==> config.mk <==
export PLATFORM = sky130hd
export DESIGN_NAME = io_responder
export DESIGN_NICKNAME = d
export VERILOG_FILES = /design/src/rtl/io_responder_pkg.sv /design/src/rtl/io_timeout_counter.sv /design/src/rtl/io_responder.sv
export SDC_FILE = /design/constraint.sdc
export NUM_CORES = 1
export LEC_CHECK = 0
export ABC_CLOCK_PERIOD_IN_PS = 2430
export CORE_MARGIN = 8
export CORE_UTILIZATION = 38
export CTS_BUF_LIST = sky130_fd_sc_hd__clkbuf_8 sky130_fd_sc_hd__clkbuf_16
export DETAILED_ROUTE_END_ITERATION = 10
export GPL_TIMING_DRIVEN = 0
export PLACE_DENSITY = 0.75
export SLEW_MARGIN = 10
export SYNTH_ARGS = -nofsm -noshare
export SYNTH_HDL_FRONTEND = slang
export SYNTH_SLANG_ARGS = --single-unit
export TNS_END_PERCENT = 5
==> constraint.sdc <==
create_clock -name clk -period 2.43 [get_ports clk]
set_input_delay 0.243 -clock clk [delete_from_list [all_inputs] [get_ports clk]]
set_output_delay 0.243 -clock clk [all_outputs]
set_load 0.02 [all_outputs]
==> src/rtl/io_responder_pkg.sv <==
// Shared definitions for the execute-stage I/O responder:
// operation codes, FSM encodings and transmit kinds.
package io_responder_pkg;

  localparam logic [6:0] IO_NONE       = 7'd0;
  localparam logic [6:0] IO_PRINT_INT  = 7'd1;
  localparam logic [6:0] IO_PRINT_CHAR = 7'd2;
  localparam logic [6:0] IO_READ_INT   = 7'd3;
  localparam logic [6:0] IO_READ_CHAR  = 7'd4;
  localparam logic [6:0] IO_END        = 7'd5;

  localparam logic TX_KIND_INT  = 1'b0;
  localparam logic TX_KIND_CHAR = 1'b1;

  typedef enum logic [2:0] {
    ST_IDLE = 3'd0,
    ST_SEND = 3'd1,
    ST_RECV = 3'd2,
    ST_DONE = 3'd3,
    ST_HALT = 3'd4
  } io_state_e;

  function automatic logic [31:0] zext8(input logic [7:0] b);
    return {24'b0, b};
  endfunction

endpackage

==> src/rtl/io_timeout_counter.sv <==
// Cycle counter for the I/O handshake wait states; expire is
// raised on the last permitted cycle. LIMIT of 0 never expires.
module io_timeout_counter
  import io_responder_pkg::*;
#(
  parameter int unsigned LIMIT = 0,
  parameter int unsigned W     = 16
) (
  input  logic clk,
  input  logic rst,
  input  logic clr_i,
  input  logic en_i,
  output logic expire_o
);

  localparam logic [W-1:0] LAST =
    (LIMIT == 0) ? '0 : W'(LIMIT - 1);

  logic [W-1:0] cnt_q, cnt_d;

  always_comb begin
    cnt_d = cnt_q;
    if (clr_i)
      cnt_d = '0;
    else if (en_i)
      cnt_d = cnt_q + W'(1);
  end

  always_ff @(posedge clk or posedge rst) begin
    if (rst)
      cnt_q <= '0;
    else
      cnt_q <= cnt_d;
  end

  assign expire_o = (LIMIT != 0) && (cnt_q == LAST);

endmodule

==> src/rtl/io_responder.sv <==
// Execute-stage I/O unit: latches an I/O request, stalls the pipe
// while handshaking with the host channel, then reports completion.
module io_responder
  import io_responder_pkg::*;
#(
  parameter int unsigned TIMEOUT_CYCLES = 0,
  parameter int unsigned CNT_W          = 16
) (
  input  logic        clk,
  input  logic        rst,
  input  logic        req_valid,
  input  logic [6:0]  io_code,
  input  logic [31:0] wdata,
  input  logic [4:0]  rd_addr,
  output logic        stall,
  output logic        done,
  output logic        err,
  output logic        rd_we,
  output logic [4:0]  rd_waddr,
  output logic [31:0] rdata,
  output logic        halted,
  output logic        tx_valid,
  input  logic        tx_ready,
  output logic [31:0] tx_data,
  output logic        tx_kind,
  output logic        rx_req,
  input  logic        rx_valid,
  output logic        rx_ready,
  input  logic [31:0] rx_data
);

  io_state_e   state_q;
  logic [6:0]  code_q;
  logic [31:0] wdata_q;
  logic [4:0]  rd_waddr_q;
  logic [31:0] rdata_q;
  logic        stall_q;
  logic        done_q;
  logic        err_q;
  logic        rd_we_q;
  logic        halted_q;
  logic        tx_valid_q;
  logic        rx_req_q;

  logic trig, is_print, is_read;
  logic in_send, in_recv, tx_hs, rx_hs;
  logic expire;

  assign is_print = (io_code == IO_PRINT_INT) ||
                    (io_code == IO_PRINT_CHAR);
  assign is_read  = (io_code == IO_READ_INT) ||
                    (io_code == IO_READ_CHAR);
  assign trig     = (state_q == ST_IDLE) && req_valid &&
                    (io_code != IO_NONE);

  assign in_send = (state_q == ST_SEND);
  assign in_recv = (state_q == ST_RECV);
  assign tx_hs   = in_send && tx_ready;
  assign rx_hs   = in_recv && rx_valid;

  io_timeout_counter #(
    .LIMIT (TIMEOUT_CYCLES),
    .W     (CNT_W)
  ) u_tmo (
    .clk      (clk),
    .rst      (rst),
    .clr_i    (!(in_send || in_recv)),
    .en_i     ((in_send && !tx_ready) ||
               (in_recv && !rx_valid)),
    .expire_o (expire)
  );

  always_ff @(posedge clk or posedge rst) begin
    if (rst) begin
      state_q    <= ST_IDLE;
      code_q     <= IO_NONE;
      wdata_q    <= '0;
      rd_waddr_q <= '0;
      rdata_q    <= '0;
      stall_q    <= 1'b0;
      done_q     <= 1'b0;
      err_q      <= 1'b0;
      rd_we_q    <= 1'b0;
      halted_q   <= 1'b0;
      tx_valid_q <= 1'b0;
      rx_req_q   <= 1'b0;
    end else begin
      done_q  <= 1'b0;
      err_q   <= 1'b0;
      rd_we_q <= 1'b0;
      unique case (state_q)
        ST_IDLE: begin
          if (trig) begin
            code_q     <= io_code;
            wdata_q    <= wdata;
            rd_waddr_q <= rd_addr;
            unique case (1'b1)
              is_print: begin
                state_q    <= ST_SEND;
                stall_q    <= 1'b1;
                tx_valid_q <= 1'b1;
              end
              is_read: begin
                state_q  <= ST_RECV;
                stall_q  <= 1'b1;
                rx_req_q <= 1'b1;
              end
              (io_code == IO_END): begin
                state_q  <= ST_HALT;
                stall_q  <= 1'b1;
                halted_q <= 1'b1;
              end
              default: begin
                state_q <= ST_DONE;
                done_q  <= 1'b1;
                err_q   <= 1'b1;
              end
            endcase
          end
        end
        ST_SEND: begin
          // a handshake on the expiry cycle still counts as success
          if (tx_hs || expire) begin
            state_q    <= ST_DONE;
            stall_q    <= 1'b0;
            tx_valid_q <= 1'b0;
            done_q     <= 1'b1;
            err_q      <= !tx_hs;
          end
        end
        ST_RECV: begin
          if (rx_hs) begin
            state_q  <= ST_DONE;
            stall_q  <= 1'b0;
            rx_req_q <= 1'b0;
            done_q   <= 1'b1;
            rd_we_q  <= (rd_waddr_q != 5'd0);
            rdata_q  <= (code_q == IO_READ_CHAR) ?
                        zext8(rx_data[7:0]) : rx_data;
          end else if (expire) begin
            state_q  <= ST_DONE;
            stall_q  <= 1'b0;
            rx_req_q <= 1'b0;
            done_q   <= 1'b1;
            err_q    <= 1'b1;
          end
        end
        ST_DONE: state_q <= ST_IDLE;
        ST_HALT: state_q <= ST_HALT;
        default: state_q <= ST_IDLE;
      endcase
    end
  end

  assign stall    = stall_q || trig;
  assign done     = done_q;
  assign err      = err_q;
  assign rd_we    = rd_we_q;
  assign rd_waddr = rd_waddr_q;
  assign rdata    = rdata_q;
  assign halted   = halted_q;
  assign tx_valid = tx_valid_q;
  assign tx_kind  = (code_q == IO_PRINT_CHAR) ?
                    TX_KIND_CHAR : TX_KIND_INT;
  assign tx_data  = (code_q == IO_PRINT_CHAR) ?
                    zext8(wdata_q[7:0]) : wdata_q;
  assign rx_req   = rx_req_q;
  assign rx_ready = rx_req_q;

endmodule

# --- After elaboration in Yosys (flattened, before gate mapping) ---
# Index checks and enable logic that the tools add are counted.
word_totals:
  reg_bits: 86
  in_bits: 81
  word_cells: 78
classes:
  eq_ne: 16
  muxes: 28
  reduce_logical: 22
op_table:
  columns: ["op", "n"]
  rows:
  - ["$mux W32", 2]
  - ["$eq A7 B2 Y1 const B", 3]
  - ["$eq A7 B3 Y1 const B", 3]
  - ["$mux W1", 16]
  - ["$pmux W3 S4", 1]
  - ["$mux W3", 3]
  - ["$pmux W3 S3", 1]
  - ["$ne A2 B2 Y1 const B", 4]
  - ["$reduce_and A4 Y1", 2]
  - ["$eq A7 B1 Y1 const B", 1]
  - ["$reduce_bool A7 Y1", 1]
  - ["$pmux W1 S2", 3]
  - ["$pmux W1 S3", 2]
  - ["$reduce_and A3 Y1", 2]
  - ["$reduce_and A5 Y1", 1]
  - ["$reduce_bool A5 Y1", 1]
  - ["$logic_and A1 B1 Y1", 4]
  - ["$ne A2 B1 Y1 const B", 2]
  - ["$reduce_and A2 Y1", 2]
  - ["$reduce_bool A2 Y1", 2]
  - ["$eq A3 B1 Y1 const B", 1]
  - ["$eq A3 B2 Y1 const B", 1]
  - ["$eq A3 B3 Y1 const B", 1]
  - ["$logic_not A3 Y1", 1]
  - ["4 further kinds", 6]

# --- Logic depth before layout (Yosys ltp) ---
# Gate-level depths: netlist of run 1.
depth:
  depth_word: 6
  ltp_mapped: 7

# --- By module ---
# From an unflattened synthesis of run 1, not the netlist that was laid out.
unflattened:
  hier_cells: 271
  area_unflattened_um2: 3676.0
by_module_without_submodules:
  columns: ["module", "n_inst", "cells_each", "area_each_um2"]
  rows:
  - ["io_responder", 1, 269, 3664.8]
  - ["io_timeout_counter", 1, 2, 11.3]

# --- Least setup slack after synthesis of run 1 ---
# OpenSTA, ideal clock, no wires.
synth_path:
  path_kind: "reg-to-output"
  startpoint: "reg code_q[0]"
  endpoint: "out tx_data[21]"
  t_arrival_ns: 1.623
  path_slack_ns: 0.564
  stages_incl_launch_ff: 5
  path_buffers: 1
  cell_sequence: "dfrtp_1 or4_4 nor4b_4 buf_4 nor2b_1"
synth_via:
  elab_chain_cells: 2
synth_lines:
  columns: ["item", "line_no", "text"]
  rows:
  - ["from (decl)", "io_responder.sv:33", "logic [6:0] code_q;"]
  - ["from (signal assigned)", "io_responder.sv:94", "code_q <= io_code;"]
  - ["$eq A7 B2 Y1", "io_responder.sv:165", "assign tx_data = (code_q == IO_PRINT_CHAR) ?"]
  - ["$mux W32", "io_responder.sv:165", null]
  - ["to (decl)", "io_responder.sv:24", "output logic [31:0] tx_data,"]
# No other way between the ends.

# --- Final worst setup path of run 1 ---
layout_path:
  startpoint: "reg code_q[4]"
  endpoint: "out tx_data[13]"
# Same word-level chain as after synthesis.

==> metrics.yaml, run 1 <==
status: "completed"
yosys.area.top_type: "dfrtp_1"
grt_first_pass_wirelength_um: 16100
die_w_um: 115
critPathRequiredTime_ns: 2.19
synth_edf_count: 0
ys_ff_latch: 86
drv_slew: 0
clock_sinks: 86
dp_hpwl_um: 7520
drive_gt1_share_pct: 23.1
relSlewSlack_pct: 44.2
whs_ns: 0.269
ys.flop_type: "dfrtp_1"
worst_ep_arrival_time_ns: 2.08
synth_area_um2: 3720
io_pins: 159
vias: 2843
path_class: "register to primary output"
core_um2: 9640
die_area_um2: 13200
port_buffers: 155
max-vdd-ir-drop_mv: 0.578
synth.avg_cell_area_um2: 12.8
cap_violations: 0
grt_pass1_vias: 3111
setup_viol: 0
htreeDepth: 3
viasPerCell: 4.74
synth.top_cells.by_area: "dfrtp_1 58%, mux2_2 12%, a22o_1 5.9%, nor2b_1 4.2%, nand2_1 3.1%"
nets: 543
fin_skew_ns: 0.00932
stdcell_area_um2: 5630
grt_antenna_before_repair: 0
synth_top_cell_area_share_pct: 57.9
grt_setup_unrepaired: "false"
num_rows: 36
power.total_mw: 7.02
synthDistinctLibCells: 42
end_kind: "primary output"
syn_to_final_growth_pct: 51.3
async_reset_ff_share_pct: 100
first_iter_violations: 95
place_ws_ns: -0.571
synthCells: 290
tightestPinTransition_ns: 0.825
fin_crit_sh_pct: 95.4
final_cells: 600
synth_nets: 371
rr_worst_depth: 6
antenna_left: 0
r2r_start: "code_q[4]"
drt-pass1-iter-count: 4
tritoncts: "done"
clockBufferDepth: 2
worst_slack_ns: 0.111
dp.cells: 580
routed_wl_um: 10000
r2r-end: "rdata[14]"
diodes: 0
ys_seq_area_share_pct: 57.9
yosys_warnings: 0
clock_latency_ns: 0.34
place_congestion: 0.836
crit_path_start_kind: "register"
hold_violations: 0
grt-ovfl-total: 0
start_util_pct: 38.6
fmax_mhz: 431
fin_crit_ns: 2.32
grt_max_degree: 38
drc: 0
dieHeight_um: 115
cellPowerDensity_nw_per_um2: 1250
holdBufCountCts: 0
clkSlewWorstSetupHoldPaths_ns: 0.09
numCtsBuffers: 9
min_path_type: "primary input to async pin"
cp_max_fo: 7
routedWlPerCell_um: 16.7
grt_util_all_layers_pct: 15.5
ff2ff_setup_slack_ns: 0.44
cts-root-buf: "clkbuf_8"
p_leak_nw: 2.45
placed_cell_area_um2: 5480
-- report_power, final --
group	total (mW)	internal, mW	switching, mW
Clock	1.01	0.479	0.533
Sequential	2.45	2.09	0.363
Combinational	3.55	1.83	1.72
-- flip-flops by register name, summed over array words and instances, names as in the netlist --
register  count
rdata        32
wdata_q      32
code_q        7
rd_waddr      5
state_q       3
done          1
err           1
halted        1
rd_we         1
rx_ready      1
stall_q       1
tx_valid      1
-- worst max path at each step --
stage                          start     endpoint  slack [ns]
final                      code_q[4]  tx_data[13]        0.11
after global routing       code_q[4]  tx_data[31]        0.03
after CTS                  code_q[5]   tx_data[8]       -0.06
after detailed placement  io_code[6]        stall       -0.57
after global placement    io_code[6]        stall       -0.57
after floorplan            code_q[0]  tx_data[21]        0.56
-- worst max-delay path, cell delays in order, from the launching register on --
cell	delay, ns
dfrtp_1	0.39
or4_4	0.56
nor4b_4	0.24
buf_6	0.18
nor2b_1	0.05
dlygate4sd2_1	0.31
-- cell usage after synthesis (2+ instances only) --
master / count
clkbuf_1: 6
buf_6: 6
nor4b_4: 2
buf_4: 10
dfrtp_1: 86
nand2_1: 31
a21oi_1: 2
nor4_1: 2
nor3_1: 4
nand3b_1: 3
nor2b_1: 25
mux2_2: 38
buf_2: 5
inv_1: 3
a22o_1: 25
a31oi_1: 2
nor2_1: 7
a32o_1: 2
mux2_1: 6
nor3b_1: 2
o21ai_0: 2
-- layout by cell type (no fill, tap or decap), types with 3 or more instances in the layout --
master             n
buf_4             12
a22o_1            25
buf_2             24
clkinvlp_4         4
mux2_2            38
clkbuf_8           9
dlygate4sd2_1      6
clkbuf_1           6
buf_6              8
dfrtp_1           86
mux2_1             6
nor2_1             7
nand3b_1           3
clkdlybuf4s50_1  129
nor2b_1           25
nand2_1           31
nor3_1             4
inv_1              3
-- metrics by stage --
stage / utilization (%) / setup TNS, ns
3_3_place_gp: 56.4 / -2.56
6_report: 58.4 / 0
3_5_place_dp: 56.9 / -3.17
4_1_cts: 58.4 / -0.143
2_1_floorplan: - / 0
5_1_grt: 58.4 / 0
-- repair_timing --
action | 4_1_cts | 5_1_grt
setup endpoints to repair | 26 | 24
pin swaps | 3 | 2
gates resized for setup | 88 | 4
setup buffers | 3 | 1
-- cell type report --
cell class,count,area [µm²]
Buffer,28,208
Clock buffer,9,124
Tap cell,133,166
Clock inverter,7,73.8
Inverter,3,15.0
Fill cell,855,4010
Timing Repair Buffer,161,1520
Multi-Input combinational cell,173,1370
Sequential cell,86,2150
-- kinds of logic after synthesis --
| kind of cell | share of synthesized area, % |
|---|---|
| flops | 57.9 |
| simple gates | 13.0 |
| mux | 13.6 |
| compound gates | 9.59 |
| buf+inv | 5.52 |
| xor+xnor | 0.471 |
-- routing by layer --
metal	global-route usage, %	vias to the layer above	part of all wire (%)
met3	6.78	5	9.7
met1	18.0	1357	43
met2	25.6	126	47
li1	-	1355	-
met4	3.94	0	0.47
met5	0	-	0
Note: power is estimated with default switching activity, not from simulation.
==> run 2: changes to the inputs <==
--- a/config.mk
+++ b/config.mk
@@ -5,7 +5,6 @@
 export SDC_FILE = /design/constraint.sdc
 export NUM_CORES = 1
 export LEC_CHECK = 0
-export ABC_CLOCK_PERIOD_IN_PS = 2430
 export CORE_MARGIN = 8
 export CORE_UTILIZATION = 38
 export CTS_BUF_LIST = sky130_fd_sc_hd__clkbuf_8 sky130_fd_sc_hd__clkbuf_16
==> results of run 2 <==
No change in the layout: final DEF, timing and power equal those of run 1.
